### src/rtl/ifetch_queue_if.sv
// ifetch_queue_if: handshake/bus bundle for the instruction fetch queue.
//   imem_req/imem_addr/imem_rdata : synchronous instruction ROM port (1-cycle read latency)
//   redirect_valid/redirect_pc    : PC change request from the core
//   out_valid/out_ready/out_pc/out_instr : {pc, instr} hand-off to the core
// Modports:
//   master : the fetch queue itself
//   slave  : the environment (ROM + core)
interface ifetch_queue_if;
  logic        imem_req;
  logic [31:0] imem_addr;
  logic [31:0] imem_rdata;
  logic        redirect_valid;
  logic [31:0] redirect_pc;
  logic        out_valid;
  logic        out_ready;
  logic [31:0] out_pc;
  logic [31:0] out_instr;

  modport master (
    output imem_req, imem_addr, out_valid, out_pc, out_instr,
    input  imem_rdata, redirect_valid, redirect_pc, out_ready
  );

  modport slave (
    input  imem_req, imem_addr, out_valid, out_pc, out_instr,
    output imem_rdata, redirect_valid, redirect_pc, out_ready
  );
endinterface

### src/rtl/ifetch_queue.sv
// ifetch_queue: instruction fetch stage ahead of the single-cycle core.
//   Issues word-aligned reads to a 1-cycle-latency ROM, buffers returned
//   words with their PC in a DEPTH-entry FIFO and hands {pc, instr} pairs to
//   the core over valid/ready. Core redirects flush the FIFO and retarget
//   fetch.
// Ports:
//   clk    : rising-edge clock
//   reset  : asynchronous active-high reset
//   bus    : ifetch_queue_if.master (ROM port, redirect, output handshake)
//   stall_cnt / flush_cnt : statistics, present only with IFETCH_STATS_EN
// Parameters:
//   DEPTH    : FIFO entries, power of 2, >= 2
//   RESET_PC : first fetch address after reset
// Build option:
//   IFETCH_STATS_EN : adds saturating stall_cnt (cycles with out_valid=0)
//                     and flush_cnt (redirect cycles) outputs.
module ifetch_queue #(
  parameter int          DEPTH    = 4,
  parameter logic [31:0] RESET_PC = 32'h0
) (
  input  logic            clk,
  input  logic            reset,
  ifetch_queue_if.master  bus
`ifdef IFETCH_STATS_EN
  ,
  output logic [31:0]     stall_cnt,
  output logic [15:0]     flush_cnt
`endif
);

  localparam int AW = $clog2(DEPTH);

  typedef struct packed {
    logic [31:0] pc;
    logic [31:0] instr;
  } entry_t;

  entry_t        mem [DEPTH];
  logic [AW-1:0] rd_ptr, wr_ptr;
  logic [AW:0]   count;
  logic [31:0]   fetch_pc;
  logic [31:0]   pc_q;
  logic          inflight;
  logic          kill;

  logic          req, push, pop, out_valid;
  logic [AW+1:0] used;

  // An outstanding read holds a credit, so a returning word always has room.
  always_comb begin
    used      = {1'b0, count} + {{(AW+1){1'b0}}, inflight};
    req       = !reset && !bus.redirect_valid && (used < (AW+2)'(DEPTH));
    out_valid = (count != '0);
    // Redirect flushes everything, so a same-cycle push or pop is moot.
    push      = inflight && !kill && !bus.redirect_valid;
    pop       = out_valid && bus.out_ready && !bus.redirect_valid;
  end

  assign bus.imem_req  = req;
  assign bus.imem_addr = fetch_pc;
  assign bus.out_valid = out_valid;
  assign bus.out_pc    = mem[rd_ptr].pc;
  assign bus.out_instr = mem[rd_ptr].instr;

  always_ff @(posedge clk or posedge reset) begin
    if (reset) begin
      fetch_pc <= RESET_PC;
      pc_q     <= '0;
      inflight <= 1'b0;
      kill     <= 1'b0;
      count    <= '0;
      rd_ptr   <= '0;
      wr_ptr   <= '0;
      for (int i = 0; i < DEPTH; i++) mem[i] <= '0;
    end else begin
      inflight <= req;
      pc_q     <= fetch_pc;
      kill     <= bus.redirect_valid && inflight;
      if (bus.redirect_valid) begin
        count    <= '0;
        rd_ptr   <= '0;
        wr_ptr   <= '0;
        fetch_pc <= {bus.redirect_pc[31:2], 2'b00};
      end else begin
        if (req) fetch_pc <= fetch_pc + 32'd4;
        if (push) begin
          mem[wr_ptr] <= '{pc: pc_q, instr: bus.imem_rdata};
          wr_ptr      <= wr_ptr + 1'b1;
        end
        if (pop) rd_ptr <= rd_ptr + 1'b1;
        case ({push, pop})
          2'b10:   count <= count + 1'b1;
          2'b01:   count <= count - 1'b1;
          default: count <= count;
        endcase
      end
    end
  end

`ifdef IFETCH_STATS_EN
  always_ff @(posedge clk or posedge reset) begin
    if (reset) begin
      stall_cnt <= '0;
      flush_cnt <= '0;
    end else begin
      if (!out_valid && stall_cnt != 32'hFFFF_FFFF) stall_cnt <= stall_cnt + 32'd1;
      if (bus.redirect_valid && flush_cnt != 16'hFFFF) flush_cnt <= flush_cnt + 16'd1;
    end
  end
`endif

endmodule

### src/flat_wrapper.sv
// flat-port wrapper written by rule: the top's interface ports become plain ports
module ifetch_queue_flat 
#(
  parameter int          DEPTH    = 4,
  parameter logic [31:0] RESET_PC = 32'h0
)
  (clk, reset, bus_imem_req, bus_imem_addr, bus_out_valid, bus_out_pc, bus_out_instr, bus_imem_rdata, bus_redirect_valid, bus_redirect_pc, bus_out_ready);
  ifetch_queue_if bus_i ();
  input  logic clk;
  input  logic reset;
  output wire logic [$bits(bus_i.imem_req)-1:0] bus_imem_req;
  output wire logic [$bits(bus_i.imem_addr)-1:0] bus_imem_addr;
  output wire logic [$bits(bus_i.out_valid)-1:0] bus_out_valid;
  output wire logic [$bits(bus_i.out_pc)-1:0] bus_out_pc;
  output wire logic [$bits(bus_i.out_instr)-1:0] bus_out_instr;
  input wire logic [$bits(bus_i.imem_rdata)-1:0] bus_imem_rdata;
  input wire logic [$bits(bus_i.redirect_valid)-1:0] bus_redirect_valid;
  input wire logic [$bits(bus_i.redirect_pc)-1:0] bus_redirect_pc;
  input wire logic [$bits(bus_i.out_ready)-1:0] bus_out_ready;
  assign bus_imem_req = bus_i.imem_req;
  assign bus_imem_addr = bus_i.imem_addr;
  assign bus_out_valid = bus_i.out_valid;
  assign bus_out_pc = bus_i.out_pc;
  assign bus_out_instr = bus_i.out_instr;
  assign bus_i.imem_rdata = bus_imem_rdata;
  assign bus_i.redirect_valid = bus_redirect_valid;
  assign bus_i.redirect_pc = bus_redirect_pc;
  assign bus_i.out_ready = bus_out_ready;
  ifetch_queue #(.DEPTH(DEPTH), .RESET_PC(RESET_PC)) u_core (.clk(clk), .reset(reset), .bus(bus_i));
endmodule
### config.mk
export PLATFORM = sky130hd
export DESIGN_NAME = ifetch_queue_flat
export DESIGN_NICKNAME = d
export VERILOG_FILES = /design/src/rtl/ifetch_queue_if.sv /design/src/rtl/ifetch_queue.sv /design/src/flat_wrapper.sv
export SDC_FILE = /design/constraint.sdc
export NUM_CORES = 1
export LEC_CHECK = 0
export ABC_CLOCK_PERIOD_IN_PS = 10900
export BUFFER_PORTS_ARGS = -buffer_cell sky130_fd_sc_hd__buf_2
export CAP_MARGIN = 20
export CORE_MARGIN = 8
export CORE_UTILIZATION = 53
export CTS_CLUSTER_SIZE = 12
export DETAILED_ROUTE_END_ITERATION = 8
export PLACE_DENSITY = 0.77
export RECOVER_POWER = 50
export SETUP_SLACK_MARGIN = 0.5
export SLEW_MARGIN = 20
export SYNTH_ARGS = -nofsm -noshare
export SYNTH_HDL_FRONTEND = slang
export SYNTH_SLANG_ARGS = --single-unit
### constraint.sdc
create_clock -name clk -period 10.9 [get_ports clk]
set_input_delay 2.18 -clock clk [delete_from_list [all_inputs] [get_ports clk]]
set_output_delay 2.18 -clock clk [all_outputs]
set_load 0.05 [all_outputs]
Word level (Yosys, flattened, before mapping)
Cells that the tools add are included.
- memory bits (writable): 0
- latch bits: 0
- memories kept: 0
- ROM bits: 0
- output and inout bits: 98
- bits in registers: 329
- reduce and logical (&&, ||, !) cells: 17
- shift-type cells: 0
- $mul: 0
- div/mod/pow operators: 0
- order comparisons: 4
- add/subtract/negate cells: 6
- equality and inequality tests: 2
- bitwise operators: 3
- muxes and demuxes: 14
- operators by type and width (operator ; number):
    $bwmux W256 ; 1
    $mux W64 ; 3
    $bmux W64 S2 ; 1
    $demux W64 S2 ; 1
    $mux W32 ; 2
    $add A32 B3 Y32 const B ; 1
    $logic_and A1 B1 Y1 ; 8
    $mux W2 ; 4
    $ge A3 B3 Y1 const B ; 2
    $not A2 Y3 ; 2
    $pmux W3 S2 ; 1
    $reduce_bool A2 Y1 ; 3
    $reduce_bool A3 Y1 ; 2
    $add A2 B1 Y2 const B ; 2
    $add A3 B1 Y4 ; 1
    $lt A4 B3 Y1 const B ; 1
    $add A3 B1 Y3 const B ; 1
    $logic_not A1 Y1 ; 3
    $lt A3 B1 Y1 const B ; 1
    $mux W3 ; 1
    $sub A3 B1 Y3 const B ; 1
    $eq A2 B1 Y1 const B ; 1
    $eq A2 B2 Y1 const B ; 1
    $reduce_and A2 Y1 ; 1
    $not A1 Y1 ; 1

Depth between registers and ports, before layout
Gate-level depths: netlist (run 1).
- word-level depth: 6
- gate-level depth with buffers: 9
- gate-level depth less buffers: 8

Least setup slack after synthesis (run 1)
No wires, ideal clock.
- path kind: input port to output port
- from: in bus_redirect_valid
- to: out bus_imem_req
- path buffers: 2
- stages: 5
- slack: 5.607 ns
- data arrival time: 3.113 ns
- cell sequence: or2_1 -> a311o_1 -> buf_6 -> clkinv_2 -> buf_6
- cells in the longest elaborated chain, start to end: 3
- RTL lines (item ; line ; text):
    from (decl) ; flat_wrapper.sv:17 ; input wire logic [$bits(bus_i.redirect_valid)-1:0] bus_redirect_valid;
    $logic_not A1 Y1 ; ifetch_queue.sv:52 ; req = !reset && !bus.redirect_valid && (used < (AW+2)'(DEPTH));
    $logic_and A1 B1 Y1 (2 in series) ; ifetch_queue.sv:52 ;
    to (decl) ; flat_wrapper.sv:11 ; output wire logic [$bits(bus_i.imem_req)-1:0] bus_imem_req;
No other way between the ends.

Final worst setup path (run 1)
Same ends and word-level chain as after synthesis.

==> metrics, run 1 <==
share of layout cells above drive strength 1=0.443; met3 GRT Util=0.0476; Iter 0 DRT Violations=393; XOR/XNOR Fraction of Synth Area=0.00382; simple-gate share of the synthesized area=0.0476; final RePlAce weighted congestion=0.804; Clock Skews=0.0118 ns; GRT Total Usage=0.195; final setup violation count=0; failing checks=capacitance limit, slew limit; Die W=177 µm; Hold Path End=u_core.mem[219]$_DFFE_PP0P_; # fillers=1,936; CP startpoint kind=input pin; Worst EP arrival=5.75 ns; Max-slew headroom=-2.39; CORE AREA=25,800 µm²; TritonCTS clock tree=done; area added between synthesis and finish=15.3%; post-synthesis mux area share=0.306; CTS HTree Levels=2; Leakage=7.28 nW; area of the die=31,400 µm²; FF-to-FF Start=u_core.inflight$_DFF_PP0_; Reg2Reg Depth=4; worst-margin pin slew=5.07 ns; TritonCTS Buffers=36; prevailing post-synth register cell=dfrtp_1; CP Class=in -> out; Final min period=7.93 ns; Routed WL per cell=20.8 µm; Hold WC Path Type=reg -> reg; post-detail-place hpwl=18,200 µm; Yosys cell types=50; diode count=0; synthesized area=13,800 µm²; largest net degree at the start of global routing=78; clock sink count=317; Hold Fails Final Rpt=0; WP data required=8.72 ns; IO Port Bufs=159; post-cts resize count=0; GRT overflow=0; Slew Limit Fails=505; Pwr per Cell Area=280 nW/µm²; vias in the first global route=9,121; Hold Path Origin=u_core.mem[219]$_DFFE_PP0P_; MaxCap Viol Count=8; initial antenna violation count=0; Avg Inst Size Synth=15.2 µm²; r2r setup slk=5.43 ns; worst hold path cell count=1; Root Buffer=clkbuf_16; combinational family with the most area after synthesis=multiplexers; Post-Synthesis Cells=904; met2 Track Usage GR=0.316; Post-synth EDFFs=0; Antenna Nets Post-Route=0; first-pass GRT wire length=49,200 µm; Seq/Total Area, Yosys=0.576; Global Route met1 Usage=0.267; Initial Util=0.534; clk buf depth=3; worst skew pair latency=0.51 ns; asr flop ratio synth=1.00; post-CTS setup buffer count=0; Worst setup EP type=primary output; Worst R2R End=u_core.mem[81]$_DFFE_PP0P_; compound-cell area share of the yosys netlist=0.0343; adder-cell area share of the yosys netlist=0.00600; VDD IR max=0.197 mV; first-pass iteration count of the detailed router=8; Hold WS=0.483 ns; grt peak-use layer=met2; hold buffer count at cts=0; Setup TNS Final=0 ns; RSZ-0062 raised after global routing=false; vias after detailed routing=8,188; Top Ports=166; Yosys warning count=0; site row count=59; fmax=0.126 GHz; CP Max Fanout=57; Clk pin slew, worst setup/hold paths=0.06 ns; wirelength, routed=29,400 µm; Die Y-Extent=177 µm; fin nets=1,125; outcome=complete, but fails checks; vias per std cell=5.79; post-route clock period utilization=0.727; Yosys reg bits=317; Residual DRC=0
==> cells by family after synthesis <==
kind of cell	Yosys count
DFF	317
xor gates and xnor gates	6
muxes	313
AOI/OAI and AO/OA	66
buffers and inverters	70
and+or+nand+nor	125
other	1
adders and majority gates	6
==> synthesized netlist by cell type, types with 2 or more instances <==
cell type | number | share of area
and4_1 | 3 | 0.0019
nor3_1 | 5 | 0.0018
nand3b_1 | 2 | 0.0011
xnor2_1 | 4 | 0.0025
a21oi_1 | 6 | 0.0022
clkbuf_1 | 10 | 0.0027
o211ai_1 | 5 | 0.0027
and3_1 | 5 | 0.0023
ha_1 | 5 | 0.0045
buf_2 | 44 | 0.016
buf_4 | 4 | 0.0022
a221o_1 | 7 | 0.0051
o311ai_1 | 4 | 0.0025
o21ai_0 | 18 | 0.0065
a22oi_1 | 2 | 0.0011
buf_6 | 2 | 0.0016
nor2b_1 | 5 | 0.0023
a31oi_1 | 4 | 0.0018
dfrtp_1 | 317 | 0.58
xor2_1 | 2 | 0.0013
mux2_1 | 28 | 0.023
and2_1 | 6 | 0.0027
nand3_1 | 22 | 0.0080
nand2b_1 | 4 | 0.0018
a311o_1 | 3 | 0.0022
nor3b_1 | 3 | 0.0016
nand2_1 | 32 | 0.0087
mux4_2 | 62 | 0.10
mux2_2 | 220 | 0.18
nor2_1 | 24 | 0.0065
o311ai_0 | 5 | 0.0032
a21o_1 | 7 | 0.0038
mux2i_1 | 3 | 0.0022
nand4_1 | 7 | 0.0032
nor4_2 | 2 | 0.0018
inv_1 | 8 | 0.0022
==> final cells by class <==
cell class / count / area (µm²) / share of cell area
clock buffer: 53 / 1050 / 0.0659
clock inverter: 12 / 143 / 0.00898
inverter: 9 / 36.3 / 0.00229
multi-input combinational: 520 / 5490 / 0.346
sequential: 317 / 7940 / 0.500
tap: 335 / 419 / 0.0264
timing repair buffer: 167 / 805 / 0.0507
==> per-stage QoR <==
| step | util | cell area, µm² | setup WS, ns | total power, mW | cells |
|---|---|---|---|---|---|
| 2_1_floorplan | - | 13800 | 4.50 | 2.92 | 907 |
| 3_3_place_gp | 0.573 | 14800 | 4.74 | 3.25 | 1348 |
| 3_5_place_dp | 0.573 | 14800 | 4.73 | 3.30 | 1348 |
| 4_1_cts | 0.619 | 15900 | 4.73 | 4.51 | 1413 |
| 5_1_grt | 0.616 | 15900 | 2.45 | 4.68 | 1413 |
| 6_report | 0.616 | 15900 | 2.97 | 4.45 | 1413 |
==> report_power, final <==
| group | internal, mW | leakage [nW] | switching [mW] |
|---|---|---|---|
| logic | 0.575 | 2.59 | 0.986 |
| registers | 1.48 | 4.11 | 0.213 |
| clock network | 0.737 | 0.590 | 0.457 |
==> worst max-delay path, cell delays in order <==
cell,delay (ns)
buf_2,0.07
clkbuf_1,1.68
or2_1,0.25
a311o_1,0.13
buf_4,0.31
clkinvlp_2,0.65
buf_2,0.44
==> how the worst max path moves through the flow <==
stage / start / end / slack, ns / cells past startpoint
2_1_floorplan: reset / u_core.bus.imem_addr[10]$_DFFE_PP0P_ / 4.50 / 1
5_1_grt: reset / u_core.rd_ptr[0]$_DFFE_PP0P_ / 2.45 / 3
6_report: bus_redirect_valid / bus_imem_req / 2.97 / 7
4_1_cts: bus_redirect_valid / bus_imem_req / 4.73 / 7
3_3_place_gp: bus_redirect_valid / bus_imem_req / 4.74 / 7
3_5_place_dp: bus_redirect_valid / bus_imem_req / 4.73 / 7
==> sequential cells by signal (all words and copies together) (netlist names) <==
signal and flops:
u_core.mem 248, u_core.rd_ptr 2, u_core.wr_ptr 2, u_core.bus.imem_addr 30, u_core.kill 1, u_core.inflight 1
u_core.count 3, u_core.pc_q 30
==> layer usage <==
| layer | up-vias | part of all wire | wire length, µm |
|---|---|---|---|
| li1 | 3633 | - | - |
| met1 | 4297 | 0.44 | 13000 |
| met2 | 230 | 0.48 | 14200 |
| met3 | 28 | 0.063 | 1870 |
| met4 | 0 | 0.012 | 345 |
| met5 | - | 0 | 0 |
==> placed cells by master (no fill, tap or decap), drive strengths merged, types with 5 or more instances in the layout <==
cell and count:
a21o 7, a21oi 6, a221o 7, and2 6
and3 5, buf 132, clkbuf 88, clkinv 7
dfrtp 317, ha 5, inv 9, mux2 248
mux4 62, nand2 32, nand3 22, nand4 8
nor2 24, nor2b 5, nor3 5, o211ai 5
o21ai 18, o311ai 9
No activity file was read; power rests on OpenSTA's default activity.
==> run 2, diff against run 1 <==
ABC_CLOCK_PERIOD_IN_PS = 6600   (was 10900)
clock period = 6.6 ns   (was 10.9 ns; I/O delays follow)
==> run 2 against run 1 <==
  * The run still ends with capacitance limit, slew limit left
  * Critical endpoint unchanged
  * Total power is 64% higher
  * Combinational power is 63% higher
  * Core utilization hardly changed
==> metrics, run 2 (synthesis gave the netlist of run 1 again) <==
Antenna Nets Post-Route=0; Die W=177 µm; largest reg by FF count=u_core.mem; worst skew pair latency=0.52 ns; critical path cell sequence=buf_2 -> buf_4 -> or2_1 -> a311o_1 -> buf_4 -> clkinvlp_2 -> buf_2; sequential power share=0.387; Hold WC Path Type=reg -> reg; site row count=59; max reg flops=248; largest net degree at the start of global routing=73; clk buf depth=3; IO Port Bufs=159; Top Ports=166; RSZ-0062 raised after global routing=false; post-CTS setup buffer count=0; vias in the first global route=8,874; GRT Total Usage=0.191; DP Area=14,800 µm²; worst slack, placed=2.17 ns; post-route design area=15,900 µm²; CP max-delay cell=clkinvlp_2; Switching Share=0.375; Hold Fails Final Rpt=0; Comb pwr share=0.349; Final Worst Setup Slack=1.71 ns; initial antenna violation count=0; CP Max Fanout=57; post-route clock period utilization=0.741; area of the die=31,400 µm²; final RePlAce weighted congestion=0.814; outcome=complete, but fails checks; Clk pin slew, worst setup/hold paths=0.06 ns; CORE AREA=25,800 µm²; first-pass iteration count of the detailed router=5; fin nets=1,127; diode count=0; Slew Limit Fails=279; GRT overflow=0; Root Buffer=clkbuf_16; post-cts resize count=0; Residual DRC=0; area added between synthesis and finish=15.4%; Pwr per Cell Area=460 nW/µm²; TritonCTS clock tree=done; first-pass GRT wire length=48,300 µm; share of layout cells above drive strength 1=0.470; vias after detailed routing=8,259; Leakage=7.35 nW; wirelength, routed=29,400 µm; Die Y-Extent=177 µm; Iter 0 DRT Violations=519; CP startpoint kind=input pin; cell-internal power=4.56 mW; CP Class=in -> out; most common cell after layout, fill and taps aside=dfrtp_1; hold buffer count at cts=0; failing checks=capacitance limit, slew limit; post-detail-place hpwl=18,200 µm; net load switching power=2.74 mW; MaxCap Viol Count=5; Final min period=4.89 ns; WP data required=5.28 ns; Initial Util=0.534; Max-slew headroom=-0.725; Routed WL per cell=20.8 µm; vias per std cell=5.86; VDD IR max=0.338 mV; final setup violation count=0; worst-margin pin slew=2.59 ns; CTS HTree Levels=2; fmax=0.205 GHz; clock share of power=0.264; clock sink count=317; Clock Skews=0.0270 ns; Worst setup EP type=primary output; crit-path max cell delay=0.64 ns; TritonCTS Buffers=36; Setup TNS Final=0 ns; most frequent cells in the layout=315 x dfrtp_1, 220 x mux2_2, 150 x buf_2; Final Total Pwr=7.30 mW; Worst EP arrival=3.57 ns
==> run 2: cell count changes in the layout (fill, tap and decap cells not counted) <==
cell       delta
clkinv_2      -3
o311ai_0      -1
buf_2        +23
clkbuf_2      +2
and2_0        -4
nor4_2        +1
bufinv_16     -1
inv_8         +1
nor4_1        -1
and2_4        +4
o311ai_1      +1
clkbuf_1     -26
==> run 2: power groups by stage <==
stage / logic, mW / registers (mW) / clock network, mW
after CTS: 2.59 / 2.83 / 1.98
final: 2.55 / 2.82 / 1.93
after global placement: 2.54 / 2.82 / 0
after detailed placement: 2.59 / 2.86 / 0
after global routing: 2.70 / 2.90 / 2.06
after floorplan: 2.05 / 2.78 / 0
==> run 2: routing by layer <==
metal / wire length (µm) / GRT usage / part of all wire / vias up
met2: 14300 / 0.308 / 0.49 / 243
li1: - / - / - / 3640
met1: 12900 / 0.261 / 0.44 / 4336
met5: 0 / 0 / 0 / -
met3: 1640 / 0.0422 / 0.056 / 40
met4: 529 / 0.0483 / 0.018 / 0
==> run 2: cell type report <==
| cell class | count | area (µm²) |
|---|---|---|
| clock buffers | 50 | 1030 |
| inverters | 9 | 36.3 |
| repair buffers | 169 | 843 |
| multi-input cells | 520 | 5510 |
| flip-flops and latches | 317 | 7940 |
| well taps | 335 | 419 |
| clock inverters | 9 | 109 |
| fillers | 1942 | 9870 |
==> run 2: path summary, 6_finish.rpt <==
path	endpoint	startpoint	cells after the start	slack (ns)
max	bus_imem_req	bus_redirect_valid	7	1.71
min	u_core.pc_q[30]$_DFF_PP0_	u_core.bus.imem_addr[30]$_DFFE_PP0P_	0	0.46
max reg2reg	u_core.bus.imem_addr[18]$_DFFE_PP0P_	u_core.count[0]$_DFFE_PP0P_	6	3.52
min reg2reg	u_core.pc_q[30]$_DFF_PP0_	u_core.bus.imem_addr[30]$_DFFE_PP0P_	0	0.46
max in group asynchronous	u_core.mem[197]$_DFFE_PP0P_	reset	4	2.19
min in group asynchronous	u_core.pc_q[31]$_DFF_PP0_	reset	3	1.71
==> run 2: stage by stage <==
step	util	std cells	hold slack, ns
final	0.617	1409	0.458
after global routing	0.617	1409	0.475
after CTS	0.618	1409	0.453
after floorplan	-	907	0.452
after detailed placement	0.574	1350	0.441
after global placement	0.574	1350	0.462
==> run 2: critical path: cells and delay by family <==
kind	cells	cell delay (ns)
buffers and inverters	5	1.92
and+or+nand+nor	1	0.19
AOI/OAI and AO/OA	1	0.12
==> run 3, diff against run 2 <==
ABC_CLOCK_PERIOD_IN_PS = 4700   (was 6600)
CORE_UTILIZATION = 58   (was 53)
PLACE_DENSITY = 0.8   (was 0.77)
clock period = 4.7 ns   (was 6.6 ns; I/O delays follow)
==> run 3 against run 2 <==
  * The run still ends with capacitance limit, slew limit left
  * Via count hardly changed
  * Core utilization is 6.0 points higher
  * Clock-buffer cell count up 5
  * Non-clock buffer count is 3 lower
  * First-iteration DRC count increased by 1.7%
  * Clock skew fell by 0.0083 ns
  * Flip-flop and latch count unchanged
  * Total power rose by 39%
  * Critical path depth fell by 2
  * Wire length down 0.44%
  * Critical path type is now in -> reg
  * Largest power group unchanged
  * Highest routed layer unchanged
==> metrics, run 3 (synthesis gave the netlist of run 1 again) <==
clock share of power=0.255; diode count=0; CP startpoint kind=input pin; Initial Util=0.588; MaxCap Viol Count=3; max reg flops=248; RSZ-0062 raised after global routing=false; grt peak-use layer=met2; VDD IR max=0.422 mV; Global Route met1 Usage=0.288; sequential power share=0.393; first-pass GRT wire length=47,600 µm; Pwr per Cell Area=642 nW/µm²; largest reg by FF count=u_core.mem; CORE AREA=23,400 µm²; CP max-delay cell=clkbuf_1; met2 Track Usage GR=0.327; Iter 0 DRT Violations=528; post-route insts no fill=1,393; clock sink count=317; CTS HTree Levels=2; Die W=170 µm; Leakage=7.34 nW; Switching Share=0.379; area added between synthesis and finish=15.0%; Worst setup EP type=flop; worst skew pair latency=0.51 ns; WP data required=5.08 ns; Top Ports=166; Root Buffer=clkbuf_16; vias in the first global route=8,846; outcome=complete, but fails checks; Residual DRC=0; Final min period=3.68 ns; TritonCTS clock tree=done; cell-internal power=6.31 mW; largest net degree at the start of global routing=126; Die Y-Extent=170 µm; crit-path max cell delay=1.66 ns; site row count=56; met3 GRT Util=0.0475; Worst EP arrival=4.06 ns; failing checks=capacitance limit, slew limit; post-CTS setup buffer count=0; fin nets=1,123; Slew Limit Fails=222; Clock Skews=0.0187 ns; Comb pwr share=0.353; Max-slew headroom=-0.541; Routed WL per cell=21.0 µm; vias after detailed routing=8,267; final setup violation count=0; fmax=0.272 GHz; Hold WC Path Type=reg -> reg; placed instance count=1,331; IO Port Bufs=159; critical path cell sequence=clkbuf_1 -> clkbuf_1 -> nor2b_1 -> and2_4 -> mux2_1; final RePlAce weighted congestion=0.788; worst-margin pin slew=2.31 ns; post-detail-place hpwl=17,700 µm; Clk pin slew, worst setup/hold paths=0.05 ns; CP Class=in -> reg; first-pass iteration count of the detailed router=5; share of layout cells above drive strength 1=0.475; post-route clock period utilization=0.783; GRT Total Usage=0.206; TritonCTS Buffers=35; area of the die=28,900 µm²; wirelength, routed=29,200 µm; Hold Fails Final Rpt=0; vias per std cell=5.93; most common cell after layout, fill and taps aside=dfrtp_1; Final Total Pwr=10.2 mW; GRT overflow=0; Finished Core Util=0.676; initial antenna violation count=0; clk buf depth=3; CP Max Fanout=62; Antenna Nets Post-Route=0; most frequent cells in the layout=315 x dfrtp_1, 220 x mux2_2, 156 x buf_2; net load switching power=3.85 mW; most used cell, CP=clkbuf_1; post-cts resize count=0; hold buffer count at cts=0
run 3: changes by cell type in the layout (fill, tap and decap cells not counted), moves of 2 or more:
cell | previous run | this run
buf_2 | 150 | 156
clkbuf_16 | 37 | 35
clkbuf_1 | 19 | 14
clkbuf_8 | 6 | 10
bufinv_16 | 2 | 0
buf_4 | 5 | 1
run 3: worst max-delay path: cells and delay by family:
kind	cells	cell delay (ns)
buffers and inverters	2	1.77
multiplexers	1	0.46
AND/OR/NAND/NOR	2	0.88
run 3: final timing paths:
check / cells past startpoint / slack (ns) / start / end
worst max-delay path: 5 / 1.02 / bus_redirect_valid / u_core.mem[186]$_DFFE_PP0P_
worst min-delay path: 1 / 0.48 / u_core.mem[90]$_DFFE_PP0P_ / u_core.mem[90]$_DFFE_PP0P_
worst max register to register: 6 / 1.72 / u_core.count[0]$_DFFE_PP0P_ / u_core.bus.imem_addr[6]$_DFFE_PP0P_
worst min register to register: 1 / 0.48 / u_core.mem[90]$_DFFE_PP0P_ / u_core.mem[90]$_DFFE_PP0P_
max in group asynchronous: 3 / 1.49 / reset / u_core.bus.imem_addr[28]$_DFFE_PP0P_
min in group asynchronous: 2 / 0.83 / reset / u_core.rd_ptr[0]$_DFFE_PP0P_
run 3: layout make-up:
type                       count  area [µm²]
clock buffer                  55        1050
clock inverter                 7        48.8
fill                        1667        7570
inverter                       9        36.3
multi-input combinational    520        5510
sequential                   317        7940
tap                          319         399
timing repair buffer         166         846
run 3: metrics by stage:
step	TNS (ns)	hold slack [ns]	cell area, µm²	setup slack [ns]
6_report	0	0.482	15800	1.02
5_1_grt	0	0.497	15800	0.644
4_1_cts	0	0.484	15900	1.15
3_5_place_dp	0	0.469	14800	1.40
3_3_place_gp	0	0.462	14800	1.39
2_1_floorplan	-147.35	0.452	13800	-0.465
run 3: layer usage:
layer  share of wire  wire [µm]  vias up
met5               0          0        -
met4           0.012        363        0
met3           0.061       1780       36
met2            0.48      14100      252
met1            0.44      13000     4350
li1                -          -     3629
run 3: power by group through the flow:
| stage | registers (mW) | clock network (mW) | logic (mW) |
|---|---|---|---|
| 4_1_cts | 3.99 | 2.65 | 3.63 |
| 2_1_floorplan | 3.90 | 0 | 2.88 |
| 5_1_grt | 4.09 | 2.76 | 3.76 |
| 3_3_place_gp | 3.98 | 0 | 3.55 |
| 3_5_place_dp | 4.02 | 0 | 3.61 |
| 6_report | 3.99 | 2.59 | 3.58 |
